## src/rtl/climate_pkg.sv

```systemverilog
// rtl/climate_pkg.sv - climate controller mode encoding and fan speed helper
package climate_pkg;

  typedef enum logic [1:0] {
    MODE_IDLE  = 2'd0,
    MODE_HEAT  = 2'd1,
    MODE_COOL  = 2'd2,
    MODE_FAULT = 2'd3
  } mode_t;

  // Level 0 means fan off; level k runs at base + (k-1)*inc.
  function automatic int rps_for_level(input int level, input int base, input int inc);
    return (level == 0) ? 0 : base + (level - 1) * inc;
  endfunction

endpackage

```

## src/rtl/fault_filter.sv

```systemverilog
// rtl/fault_filter.sv - consecutive-sample range debounce for the temperature sensor
module fault_filter #(
  parameter int W         = 8,
  parameter int S_MIN     = -40,
  parameter int S_MAX     = 100,
  parameter int FAULT_CNT = 3
) (
  input  logic                clk,
  input  logic                reset,
  input  logic signed [W-1:0] sensor,
  input  logic                sample_valid,
  output logic                in_fault,
  output logic                fault_next
);

  localparam int CW = $clog2(FAULT_CNT + 1);

  logic [CW-1:0] bad_cnt;
  logic [CW-1:0] good_cnt;
  logic          in_range;

  assign in_range = (int'(sensor) >= S_MIN) && (int'(sensor) <= S_MAX);

  // fault_next lets the controller react on the same edge that in_fault updates.
  always_comb begin
    fault_next = in_fault;
    if (sample_valid) begin
      if (!in_range && int'(bad_cnt) >= FAULT_CNT - 1)
        fault_next = 1'b1;
      else if (in_range && int'(good_cnt) >= FAULT_CNT - 1)
        fault_next = 1'b0;
    end
  end

  always_ff @(posedge clk or negedge reset) begin
    if (!reset) begin
      bad_cnt  <= '0;
      good_cnt <= '0;
      in_fault <= 1'b0;
    end else if (sample_valid) begin
      in_fault <= fault_next;
      if (in_range) begin
        bad_cnt <= '0;
        if (int'(good_cnt) < FAULT_CNT) good_cnt <= good_cnt + 1'b1;
      end else begin
        good_cnt <= '0;
        if (int'(bad_cnt) < FAULT_CNT) bad_cnt <= bad_cnt + 1'b1;
      end
    end
  end

endmodule

```

## src/rtl/climate_ctrl.sv

```systemverilog
// rtl/climate_ctrl.sv - heater/cooler controller with hysteresis, fan levels and sensor fault handling
module climate_ctrl
  import climate_pkg::*;
#(
  parameter int W          = 8,
  parameter int T_HEAT_ON  = 15,
  parameter int T_HEAT_OFF = 25,
  parameter int T_COOL_ON  = 35,
  parameter int T_STEP     = 5,
  parameter int FAN_LEVELS = 3,
  parameter int FAN_BASE   = 4,
  parameter int FAN_INC    = 2,
  parameter int FAN_W      = 4,
  parameter int MIN_DWELL  = 16,
  parameter int S_MIN      = -40,
  parameter int S_MAX      = 100,
  parameter int FAULT_CNT  = 3
) (
  input  logic                clk,
  input  logic                reset,
  input  logic signed [W-1:0] sensor,
  input  logic                sample_valid,
  output logic                cooler,
  output logic                heater,
  output logic [FAN_W-1:0]    fan_rps,
  output logic [1:0]          mode,
  output logic                fault
);

  localparam int DW      = $clog2(MIN_DWELL + 1);
  localparam int TOP_RPS = rps_for_level(FAN_LEVELS, FAN_BASE, FAN_INC);

  if (FAN_LEVELS < 1 || FAN_LEVELS > 7 || TOP_RPS > 2**FAN_W - 1 ||
      T_HEAT_ON >= T_HEAT_OFF || T_HEAT_OFF >= T_COOL_ON) begin : g_param_check
    $error("climate_ctrl: illegal parameter combination");
  end

  mode_t          state, state_n;
  logic [2:0]     level, level_n;
  logic [DW-1:0]  dwell, dwell_n;
  logic           dwell_sat;
  logic           heater_n, cooler_n, fault_n;
  logic [FAN_W-1:0] fan_n;
  logic           in_fault, flt_next;
  int             s, up_thr, dn_thr;

  fault_filter #(
    .W(W), .S_MIN(S_MIN), .S_MAX(S_MAX), .FAULT_CNT(FAULT_CNT)
  ) u_fault_filter (
    .clk          (clk),
    .reset        (reset),
    .sensor       (sensor),
    .sample_valid (sample_valid),
    .in_fault     (in_fault),
    .fault_next   (flt_next)
  );

  assign s         = int'(sensor);
  assign up_thr    = T_COOL_ON + int'(level) * T_STEP;
  assign dn_thr    = T_COOL_ON + (int'(level) - 2) * T_STEP;
  assign dwell_sat = (int'(dwell) == MIN_DWELL);

  always_comb begin
    state_n = state;
    level_n = level;
    if (flt_next && !in_fault) begin
      state_n = MODE_FAULT;
      level_n = '0;
    end else if (state == MODE_FAULT) begin
      if (!flt_next) state_n = MODE_IDLE;
    end else if (sample_valid) begin
      case (state)
        MODE_IDLE: begin
          if (s > T_COOL_ON && dwell_sat) begin
            state_n = MODE_COOL;
            level_n = 3'd1;
          end else if (s < T_HEAT_ON && dwell_sat) begin
            state_n = MODE_HEAT;
          end
        end
        MODE_HEAT: if (s > T_HEAT_OFF && dwell_sat) state_n = MODE_IDLE;
        MODE_COOL: begin
          // Fan level steps are not dwell-gated; only leaving COOL is.
          if (int'(level) < FAN_LEVELS && s > up_thr)
            level_n = level + 3'd1;
          else if (level > 3'd1 && s < dn_thr)
            level_n = level - 3'd1;
          else if (level == 3'd1 && s < T_COOL_ON && dwell_sat) begin
            state_n = MODE_IDLE;
            level_n = '0;
          end
        end
        default: ;
      endcase
    end

    dwell_n = (state_n != state) ? '0 : (dwell_sat ? dwell : dwell + 1'b1);

    heater_n = (state_n == MODE_HEAT);
    cooler_n = (state_n == MODE_COOL);
    fault_n  = (state_n == MODE_FAULT);
    fan_n    = '0;
    if (state_n == MODE_COOL)
      fan_n = FAN_W'(rps_for_level(int'(level_n), FAN_BASE, FAN_INC));
    else if (state_n == MODE_FAULT)
      fan_n = FAN_W'(TOP_RPS);
  end

  always_ff @(posedge clk or negedge reset) begin
    if (!reset) begin
      state   <= MODE_IDLE;
      level   <= '0;
      dwell   <= '0;
      heater  <= 1'b0;
      cooler  <= 1'b0;
      fault   <= 1'b0;
      fan_rps <= '0;
    end else begin
      state   <= state_n;
      level   <= level_n;
      dwell   <= dwell_n;
      heater  <= heater_n;
      cooler  <= cooler_n;
      fault   <= fault_n;
      fan_rps <= fan_n;
    end
  end

  assign mode = state;

endmodule

```

## config.mk

```make
export PLATFORM = sky130hd
export DESIGN_NAME = climate_ctrl
export DESIGN_NICKNAME = d
export VERILOG_FILES = /design/src/rtl/climate_pkg.sv /design/src/rtl/fault_filter.sv /design/src/rtl/climate_ctrl.sv
export SDC_FILE = /design/constraint.sdc
export NUM_CORES = 1
export LEC_CHECK = 0
export ABC_AREA = 1
export ABC_CLOCK_PERIOD_IN_PS = 5500
export CORE_ASPECT_RATIO = 0.7
export CORE_UTILIZATION = 55
export CTS_CLUSTER_DIAMETER = 200
export CTS_CLUSTER_SIZE = 12
export DETAILED_ROUTE_END_ITERATION = 7
export HOLD_SLACK_MARGIN = 0.05
export PLACE_DENSITY = 0.77
export SETUP_SLACK_MARGIN = 0.02
export SYNTH_ARGS = -nofsm -noshare
export SYNTH_HDL_FRONTEND = slang
export SYNTH_SLANG_ARGS = --single-unit
export TNS_END_PERCENT = 30
```

## constraint.sdc

```tcl
create_clock -name clk -period 5.5 [get_ports clk]
set_clock_uncertainty 0.15 [all_clocks]
set_input_delay 0.55 -clock clk [delete_from_list [all_inputs] [get_ports clk]]
set_output_delay 0.55 -clock clk [all_outputs]
set_load 0.005 [all_outputs]
```

-- Word-level counts from Yosys, hierarchy flattened
Index checks and enable logic that the tools add are counted.
Widths: inputs -> output; s select.
- bits in registers: 22
- bits of input ports: 11
- output and inout port bits: 9
- word-level logic and storage cells: 96
- add/subtract/negate cells: 10
- multipliers: 2
- $lt $le $gt $ge: 14
- equal/unequal tests: 11
- muxes and demuxes: 31
- reductions and logical operators: 18
- operator list (operator ; number):
    $mux 2 ; 14
    $mux 3 ; 7
    $mux 4 ; 3
    $logic_and 1x1->1 ; 11
    $mux 5 ; 2
    $add 7x8->9 const A ; 1
    $lt 8x9->1 ; 1
    $eq 2x2->1 const B ; 4
    $ge 8x7->1 const B ; 1
    $gt 8x6->1 const B ; 1
    $gt 8x7->1 const B ; 1
    $gt 8x8->1 ; 1
    $le 8x8->1 const B ; 1
    $lt 8x5->1 const B ; 1
    $lt 8x7->1 const B ; 1
    $mul 4x4->8 const B ; 1
    $add 6x6->7 const A ; 1
    $mul 3x3->6 const B ; 1
    $pmux 2 s3 ; 1
    $pmux 3 s2 ; 1
    $sub 3x1->3 const B ; 2
    $add 5x1->5 const B ; 1
    $eq 5x5->1 const B ; 1
    $add 2x1->2 const B ; 2
    other kinds (18) ; 25

-- Longest topological paths before layout
Gate-level depths: netlist of the first run.
- word-level depth: 15
- depth in mapped cells: 30
- mapped depth without buffers: 30

-- Modules after synthesis
A second synthesis of the first run with hierarchy kept.
- cell total of the unflattened synthesis: 301
- area total of the unflattened synthesis: 2182.1 sq um
- modules (own cells, without submodules) (module ; times used ; cells each ; area each (sq um) ; seq. area each (sq um)):
    climate_ctrl ; 1 ; 248 ; 1799.2 ; 400.4
    fault_filter ; 1 ; 53 ; 382.9 ; 125.1

-- Worst setup path before layout of the first run
No wires, ideal clock.
- kind: register to register
- start point: register level[0]
- end point: register fan_rps[3]
- library setup time: 0.123 ns
- arrival: 3.729 ns
- required time: 5.227 ns
- setup slack: 1.497 ns
- stages on the path, launching flop included: 29
- path buffers: 0
- period minus slack after synthesis: 4.003 ns
- cells stage by stage: dfrtp_1 > inv_1 > fa_1 > inv_1 > ha_1 > nand2_1 > inv_1 > o21bai_1 > o21ai_0 > nand2_1 > o21ai_0 > ha_1 > nand2_1 > nor2_2 > nand3_1 > nand3_1 > nand2_1 > nand2_2 > nand2_2 > nand2_1 > nand3_1 > nand2_1 > nand2_1 > nand2_1 > nand2_1 > ha_1 > ha_1 > xnor2_1 > o21ai_1
- word-level cells in the longest chain between the ends: 15
- elaborated cells on any way between the ends: 39
- classes of those cells: add/sub (7); mul (2); order compare (4); eq/ne (3); mux (18); reduce/logical (5)
- ends and longest elaborated chain (item ; RTL line ; source):
    start: declaration ; climate_ctrl.sv:39 ; logic [2:0] level, level_n;
    start signal: assignment ; climate_ctrl.sv:120 ; level <= level_n;
    $sub 3x2->4 ; climate_ctrl.sv:60 ; assign dn_thr = T_COOL_ON + (int'(level) - 2) * T_STEP;
    $mul 4x4->8 ; climate_ctrl.sv:60 ;
    $add 7x8->9 ; climate_ctrl.sv:60 ;
    $lt 8x9->1 ; climate_ctrl.sv:86 ; else if (level > 3'd1 && s < dn_thr)
    $logic_and 1x1->1 ; climate_ctrl.sv:86 ;
    $mux 3 ; climate_ctrl.sv:86 ;
    $mux 3 ; climate_ctrl.sv:84 ; if (int'(level) < FAN_LEVELS && s > up_thr)
    $pmux 3 s2 ; climate_ctrl.sv:72 ; case (state)
    $mux 3 ; climate_ctrl.sv:71 ; end else if (sample_valid) begin
    $mux 3 ; climate_ctrl.sv:69 ; end else if (state == MODE_FAULT) begin
    $mux 3 ; climate_ctrl.sv:66 ; if (flt_next && !in_fault) begin
    $sub 3x1->3 ; climate_pkg.sv:13 ; return (level == 0) ? 0 : base + (level - 1) * inc;
    $add 4x4->4 ; climate_pkg.sv:13 ;
    $mux 4 ; climate_pkg.sv:13 ;
    $mux 4 (*) ; climate_ctrl.sv:103 ; if (state_n == MODE_COOL)
    via fan_n[3] ; climate_ctrl.sv:43 ; logic [FAN_W-1:0] fan_n;
    end signal: assignment ; climate_ctrl.sv:125 ; fan_rps <= fan_n;
    end: declaration ; climate_ctrl.sv:25 ; output logic [FAN_W-1:0] fan_rps,
The timed path passes the listed nets; every way through them passes the cells marked *.
A chain may end at the register's enable or synchronous reset.

-- Worst setup path after layout of the first run
Same ends and word-level chain as after synthesis.

==> results.txt, run 1 <==
The flow ran to the end, and the final reports show no timing, DRC or antenna violations. CTS placed an instance of sky130_fd_sc_hd__clkbuf_8 at the clock tree root. Routability-driven placement finished with a final weighted congestion of 0.8912. The number of nets in the finished design came out at 356. STA puts the critical path data arrival time at 4.56 ns. The worst setup path is launched from a flip-flop. The transition time at the pin with the least slew margin came out at 0.9062 ns. The worst-case clock buffer depth came out at 2. The cell taking the most area after synthesis is sky130_fd_sc_hd__dfrtp_1. The layout has 316 filler cells. The number of antenna violations at the first check in global routing is 0. The register share of total power is 18.8%.

The critical path data required time is 5.50 ns. The first TritonRoute pass finished after 4 iterations. The DRC violation count after routing is 0. The chip height came out at 54.76 um.

The remaining number of nets flagged by the antenna check after routing came out at 0. The count of instances resized after the clock tree is built came out at 0. The layout cell share with drive strength beyond 1 came out at 12.46%.

The wire length of the first global-routing pass came out at 7.341 mm. The net switching power figure is 0.0007473 W. The most common library cell in the layout ignoring fill and taps is sky130_fd_sc_hd__nand2_1. The worst hold slack after final layout came out at 0.4031 ns. Of the total power, the clock network draws 7.1%. The relative max-transition margin is 39.40%. Across the run, the number of max-cap violations was 0.

In this run the tool buffered the top-level ports with 18 buffer cells. The total power density per cell area is 587.2 nW/um2. In this run the worst hold path is classified as flip-flop to flip-flop. Of the total synthesized cell area, the portion taken by XOR and XNOR cells is 4.805%. The sequential area share after synthesis is 24.03%. The number of clock buffers inserted by TritonCTS came out at 3. The via density per instance is 5.146. Synthesis inferred 21 register bits. The number of standard cells in the layout, taps in and fillers out came out at 355. The count of hold-fix buffers inserted at cts is 0. Leaving out fill and tap cells, the most frequent cells in the layout are sky130_fd_sc_hd__nand2_1 (58), sky130_fd_sc_hd__inv_1 (41), sky130_fd_sc_hd__ha_1 (36), sky130_fd_sc_hd__nand3_1 (25), sky130_fd_sc_hd__dfrtp_1 (21). The worst setup path is captured at a flip-flop. The area enclosed by the die boundary came out at 4237 um2. The largest net degree at the start of global routing is 22.

The mux contribution to synthesized area is 0.5149%. Across every metal layer, demand over resource in global routing totals 23.00%. The net switching fraction of the power came out at 51.66%. Synthesis handed over a netlist of 285 instances. Setup repair after global routing left no endpoint under its margin. The final number of hold-violating endpoints came out at 0. After synthesis, the largest family of logic cells by area is simple AND/OR/NAND/NOR gates. The HPWL reported at the end of detailed placement is 3.625 mm. The largest stage delay on the critical path came out at 0.61 ns. A synthesized cell averages 7.674 um2. The final number of max-transition violations is 0. Counting stages on the worst path, the most repeated cell is sky130_fd_sc_hd__nand2_1. The remaining global-route overflow came out at 0.

The summed instance area of the synthesized netlist came out at 2187 um2. Of the total synthesized cell area, the portion taken by AND, OR, NAND and NOR gates is 30.66%. The site row count came out at 18. The number of buffers inserted to repair setup after CTS came out at 0. The smallest clock period supported by the final layout is computed as 4.561 ns. The clock-pin transition on the worst setup and hold timing paths came out at 0.08 ns. Ranked by total cell area, the synthesized netlist is headed by sky130_fd_sc_hd__dfrtp_1 (24%), sky130_fd_sc_hd__ha_1 (21%), sky130_fd_sc_hd__nand2_1 (10%).

The via count of the first global-routing pass came to 1567. The count of final setup violators is 0. Yosys printed 0 warnings.

The total number of H-tree levels came out at 1. In this run the standard cell core region covers 3671 um2. The sum of negative setup slack is 0 ns.

The achievable clock frequency came out at 219.3 MHz. TritonCTS built the clock tree. The leakage power is 1.330 nW. The total wire length is 4.462 mm. The total number of vias came out at 1827.

The overall die width is 77.37 um. The part of the total power dissipated in combinational logic is 74.2%. The number of distinct standard cells referenced by the synthesized netlist came out at 34. The part of the cycle the worst path needs is 82.93%. The compound-gate portion of the synthesized area came out at 8.066%.

The clock latency of the later-clocked register in the worst-skew pair is 0.26 ns. In the final routed layout, each cell accounts on average for 12.57 um. The internal portion of the total power is 0.0006994 W.

The total number of clock tree sinks is 21. Counting flops with an async set or reset pin after synthesis yields a share of 100.0%. The maximum fanout count along the critical path is 9.

Among all stages on the critical path, the largest delay is contributed by sky130_fd_sc_hd__fa_1. The synthesized-area fraction occupied by adder cells came out at 23.34%. The repair_antennas step left the layout with diodes totalling 0. IR analysis of the VDD net gives a maximum drop of 354.9 uV. The number of primary I/O pins came out at 20. The setup path with the least slack is of type flip-flop to flip-flop. The number of placed cells counting well taps is 351.

Summed over its instances, the top area cell type makes up 24.03% of the synthesized netlist area. Yosys mapped a number of flops with a built-in enable equal to 0. The starting density of the core came out at 59.58%. In this run, the number of DRC markers left after iteration 0 of detailed routing was 152. The most used flip-flop cell after synthesis is sky130_fd_sc_hd__dfrtp_1. The synthesized net count is 335. Relative to the synthesized area, the layout overhead comes to 12.64%.
==> power by group through the flow <==
stage                     registers (W)  clock network [W]  logic, W
final                          0.000271           0.000102   0.00107
after global routing           0.000281           0.000114   0.00123
after CTS                      0.000272           0.000105   0.00107
after detailed placement       0.000274                  0   0.00106
after global placement         0.000272                  0   0.00104
after floorplan                0.000257                  0  0.000812
==> layer usage <==
metal  vias to the layer above  global-route usage (%)  part of all wire [%]
li1                        958                       -                     -
met1                       818                   34.86                    54
met2                        49                   34.22                    38
met3                         2                   4.833                   7.2
met4                         0                   2.516                  0.20
met5                         -                       0                     0
==> critical path: cells and delay by family, from the launching register on <==
| family | cells | cell delay [ns] |
|---|---|---|
| flops | 1 | 0.54 |
| compound gates | 4 | 0.46 |
| buf+inv | 3 | 0.34 |
| xor+xnor | 1 | 0.14 |
| fa+ha+maj | 5 | 1.67 |
| simple gates | 15 | 1.13 |
==> sequential cells by signal (all words and copies together), names as in the netlist <==
| name | cells |
|---|---|
| heater | 1 |
| level | 3 |
| cooler | 1 |
| u_fault_filter.bad_cnt | 2 |
| u_fault_filter.good_cnt | 2 |
| u_fault_filter.in_fault | 1 |
| fan_rps | 3 |
| mode | 2 |
| dwell | 5 |
| fault | 1 |
==> final cells by class <==
cell class                      instances  area (um2)  area share, %
Inverter                               45       168.9          6.856
Multi-Input combinational cell        217        1478          59.98
Clock buffer                            3       41.29          1.676
Tap cell                               50       62.56          2.539
Sequential cell                        21       525.5          21.33
Clock inverter                          1       7.507         0.3047
Timing Repair Buffer                   18       180.2          7.313
==> cell usage after synthesis (2+ instances only) <==
master and number:
sky130_fd_sc_hd__xnor2_1 3, sky130_fd_sc_hd__nand2_2 11, sky130_fd_sc_hd__nand2_4 4, sky130_fd_sc_hd__nand4_1 2, sky130_fd_sc_hd__nor2_2 8, sky130_fd_sc_hd__nand3_1 25
sky130_fd_sc_hd__o21ai_0 9, sky130_fd_sc_hd__xor2_1 9, sky130_fd_sc_hd__fa_1 3, sky130_fd_sc_hd__ha_1 36, sky130_fd_sc_hd__inv_2 4, sky130_fd_sc_hd__inv_1 41
sky130_fd_sc_hd__dfrtp_1 21, sky130_fd_sc_hd__a31oi_1 2, sky130_fd_sc_hd__o211ai_1 2, sky130_fd_sc_hd__a21oi_1 12, sky130_fd_sc_hd__buf_4 2, sky130_fd_sc_hd__nand2_1 58
sky130_fd_sc_hd__nor2_4 2, sky130_fd_sc_hd__nor2_1 17
==> stage by stage <==
stage	power, W	cell area, um2	setup WS (ns)	utilization [%]
6_report	0.001447	2464	0.9391	67.11
5_1_grt	0.001627	2464	0.5596	67.11
4_1_cts	0.001446	2464	0.9717	67.11
3_5_place_dp	0.001337	2415	0.9952	65.78
3_3_place_gp	0.001311	2415	1.155	65.78
2_1_floorplan	0.001069	2187	1.497	-
==> logic make-up after synthesis <==
kind of cell    count (synthesis)
compound gates                 31
xor+xnor                       12
fa+ha+maj                      39
buf+inv                        47
flops                          21
mux                             1
other cells                     1
simple gates                  133
==> final timing paths <==
path / from / endpoint / slack, ns / cells after the start
min reg2reg: u_fault_filter.good_cnt[1]$_DFFE_PN0P_ / u_fault_filter.good_cnt[1]$_DFFE_PN0P_ / 0.40 / 2
max in group asynchronous: reset / level[1]$_DFF_PN0_ / 4.00 / 1
min in group asynchronous: reset / u_fault_filter.good_cnt[0]$_DFFE_PN0P_ / 0.64 / 1
max: level[0]$_DFF_PN0_ / fan_rps[3]$_DFF_PN0_ / 0.94 / 28
max reg2reg: level[0]$_DFF_PN0_ / fan_rps[3]$_DFF_PN0_ / 0.94 / 28
min: u_fault_filter.good_cnt[1]$_DFFE_PN0P_ / u_fault_filter.good_cnt[1]$_DFFE_PN0P_ / 0.40 / 2
Power figures use the tool's default switching activity.
==> inputs of run 2 (changes only) <==
ABC_CLOCK_PERIOD_IN_PS = 4300   (was 5500)
clock period = 4.3 ns   (was 5.5 ns; I/O delays follow)
==> run 2 against run 1 <==
Final cell count increased by 3.4%. Die area unchanged. Via count up 5.9%. Utilization rose by 4.4 points. Sequential share of layout area shrank 1.3 points. Flip-flop and latch count did not move. Cell area rose by 6.6%. Total power increased by 50%. Critical endpoint unchanged. Largest cell class unchanged. Largest power group unchanged.
==> results.txt, run 2 (synthesis results as in run 1) <==
Status: complete, no violations (unchanged). The total number of vias is 1935 (was 1827). The layout cell share with drive strength beyond 1 came to 20.19% (was 12.46%). The count of final setup violators is 0 (unchanged).

The clock latency of the later-clocked register in the worst-skew pair came to 0.26 ns (about the same). The number of antenna repair diodes came out at 0 (unchanged). The site row count is 18 (unchanged). The number of placed cells counting well taps came out at 356 (was 351). The part of the total power dissipated in the clock network is 6.0% (was 7.1%).

The kind of critical path is flip-flop to flip-flop (unchanged). The number of design-rule violations left by the first detailed-router iteration is 145 (was 152). The largest stage delay on the critical path came to 0.41 ns (was 0.61 ns). The total wire length came out at 4.956 mm (was 4.462 mm). The endpoint class of the critical path is a flip-flop (unchanged). The data arrival time at the worst-slack endpoint is 4.08 ns (was 4.56 ns). The cell-internal power is 0.001098 W (was 0.0006994 W). The achievable clock frequency is 245.1 MHz (was 219.3 MHz). The via density per instance came out at 5.272 (was 5.146). The final number of max-transition violations came out at 0 (unchanged).

The worst slack at placement came out at 0.1357 ns (was 0.9952 ns). The register share of total power came out at 14.9% (was 18.8%). The placer congestion estimate is 0.8771 (was 0.8912). The layout-stage area growth over the synthesis result is 20.08% (was 12.64%). The total number of clock tree sinks came out at 21 (unchanged). The wire length of the first global-routing pass came out at 7.714 mm (was 7.341 mm). The final number of hold-violating endpoints is 0 (unchanged).

The net switching power figure is 0.001078 W (was 0.0007473 W). The number of primary I/O pins is 20 (unchanged). The part of the total power dissipated in combinational logic is 79.1% (was 74.2%). The slowest cell on the critical path is sky130_fd_sc_hd__dfrtp_2 (was sky130_fd_sc_hd__fa_1). The TritonCTS clock tree is yes (unchanged). The number of buffer and inverter stages on the critical path is 3 (unchanged).

The count of hold-fix buffers inserted at cts is 0 (unchanged). Largest registers: dwell (5), fan_rps (3), level (3) (unchanged). The classification of the worst-slack hold path is flip-flop to flip-flop (unchanged).

The core region area is 3671 um2 (unchanged). The setup slack of the critical path after layout came to 0.2194 ns (was 0.9391 ns). The routed wirelength normalized by instance count is 13.50 um (was 12.57 um). The area enclosed by the die boundary is 4237 um2 (unchanged). The number of standard cells in the layout, taps in and fillers out was 367 (was 355). The HPWL reported at the end of detailed placement came to 3.738 mm (was 3.625 mm). The DRC violation count after routing is 0 (unchanged). The total number of H-tree levels came out at 1 (unchanged).

The most common library cell in the layout ignoring fill and taps was sky130_fd_sc_hd__nand2_1 (unchanged). The post-route minimum period came to 4.081 ns (was 4.561 ns). The starting density of the core came out at 59.58% (unchanged). The overall global routing resource usage is 23.91% (was 23.00%). The remaining number of nets flagged by the antenna check after routing was 0 (unchanged). The remaining global-route overflow is 0 (unchanged). The cell chosen for the clock root is sky130_fd_sc_hd__clkbuf_8 (unchanged). The length of the first detailed-routing pass in iterations came out at 4 (unchanged). The chip height came out at 54.76 um (unchanged). The total power density per cell area is 828.7 nW/um2 (was 587.2 nW/um2). The worst-case clock buffer depth came out at 2 (unchanged). The clock-pin transition on the worst setup and hold timing paths is 0.08 ns (about the same). The transition time at the pin with the least slew margin was 0.9154 ns (was 0.9062 ns). The count of buffers from port buffering came out at 18 (unchanged). The flip-flop count of the largest register after layout is 5 (unchanged). The largest net degree at the start of global routing came to 22 (unchanged).

The launching element type of the critical path is a flip-flop (unchanged). The maximum fanout count along the critical path came out at 9 (unchanged). The number of clock buffers inserted by TritonCTS was 3 (unchanged). The register with the most flip-flops is dwell (unchanged).

The number of nets in the finished design is 368 (was 356). The number of antenna violations at the first check in global routing came out at 0 (unchanged). The via count of the first global-routing pass was 1623 (was 1567). The max-cap violation count was 0 (unchanged). The part of the cycle the worst path needs is 94.90% (was 82.93%). The leakage power is 1.395 nW (was 1.330 nW). The overall die width is 77.37 um (unchanged).

The dominant delay contributor by cell family on the critical path is adder cells (unchanged). The critical path data required time was 4.30 ns (was 5.50 ns). The worst voltage drop across the vdd grid is 537.6 uV (was 354.9 uV).

The relative max-transition margin came out at 38.78% (was 39.40%). Leading cell types in the layout, fill and taps excluded: sky130_fd_sc_hd__nand2_1 (55), sky130_fd_sc_hd__inv_1 (37), sky130_fd_sc_hd__ha_1 (33), sky130_fd_sc_hd__nand3_1 (23), sky130_fd_sc_hd__dfrtp_1 (20) (was sky130_fd_sc_hd__nand2_1 (58), sky130_fd_sc_hd__inv_1 (41), sky130_fd_sc_hd__ha_1 (36), sky130_fd_sc_hd__nand3_1 (25), sky130_fd_sc_hd__dfrtp_1 (21)). The most repeated library cell on the critical path is sky130_fd_sc_hd__nand2_1 (unchanged). The net switching fraction of the power came out at 49.54% (was 51.66%).
==> run 2: worst min-delay path, cell delays in order, from the launching register on <==
cell,delay [ns]
sky130_fd_sc_hd__dfrtp_1,0.35
sky130_fd_sc_hd__nand2_1,0.07
sky130_fd_sc_hd__nand2_2,0.09
==> run 2: routing by layer <==
layer / share of wire, % / GRT usage, % / wire length (um) / vias up
met5: 0 / 0 / 0 / -
met3: 6.3 / 4.833 / 312 / 5
met4: 0.63 / 2.516 / 31 / 0
li1: - / - / - / 980
met1: 53 / 37.09 / 2617 / 892
met2: 40 / 34.51 / 1995 / 58
==> run 2: path summary, 6_finish.rpt <==
check | start | end | slack [ns] | cells past startpoint
max | level[1]$_DFF_PN0_ | fan_rps[3]$_DFF_PN0_ | 0.22 | 27
min | u_fault_filter.in_fault$_DFFE_PN0P_ | u_fault_filter.in_fault$_DFFE_PN0P_ | 0.40 | 2
max reg2reg | level[1]$_DFF_PN0_ | fan_rps[3]$_DFF_PN0_ | 0.22 | 27
min reg2reg | u_fault_filter.in_fault$_DFFE_PN0P_ | u_fault_filter.in_fault$_DFFE_PN0P_ | 0.40 | 2
max in group asynchronous | reset | level[1]$_DFF_PN0_ | 2.85 | 1
min in group asynchronous | reset | u_fault_filter.good_cnt[0]$_DFFE_PN0P_ | 0.53 | 1
==> run 2: timing repair <==
item / 4_1_cts / 5_1_grt
endpoints found under the setup margin: 0 / 3
gates resized for setup: 0 / 19
buffers inserted: 0 / 7
==> run 2: cell type report <==
type	instances	area, um2
timing repair buffer	30	270.3
inverter	45	172.7
sequential	21	526.8
fill	289	1045
multi-input combinational	217	1549
tap	50	62.56
clock buffer	4	45.04
==> run 2: stage by stage <==
step           power (W)   TNS, ns  instance area [um2]  hold slack (ns)  utilization [%]
3_5_place_dp    0.001751         0                 2452           0.3834            66.80
5_1_grt         0.002397  -0.05508                 2626           0.4250            71.54
3_3_place_gp    0.001708         0                 2452           0.3627            66.80
4_1_cts         0.001886         0                 2497           0.4031            68.03
6_report        0.002176         0                 2626           0.3978            71.54
2_1_floorplan   0.001368         0                 2187         -0.01559                -
==> run 2: power groups by stage <==
stage          Combinational (W)  Clock (W)  Sequential (W)
6_report                 0.00172   0.000131        0.000325
5_1_grt                  0.00192   0.000138        0.000335
4_1_cts                  0.00143   0.000132        0.000324
3_5_place_dp             0.00142          0        0.000327
3_3_place_gp             0.00138          0        0.000324
2_1_floorplan            0.00104          0        0.000329
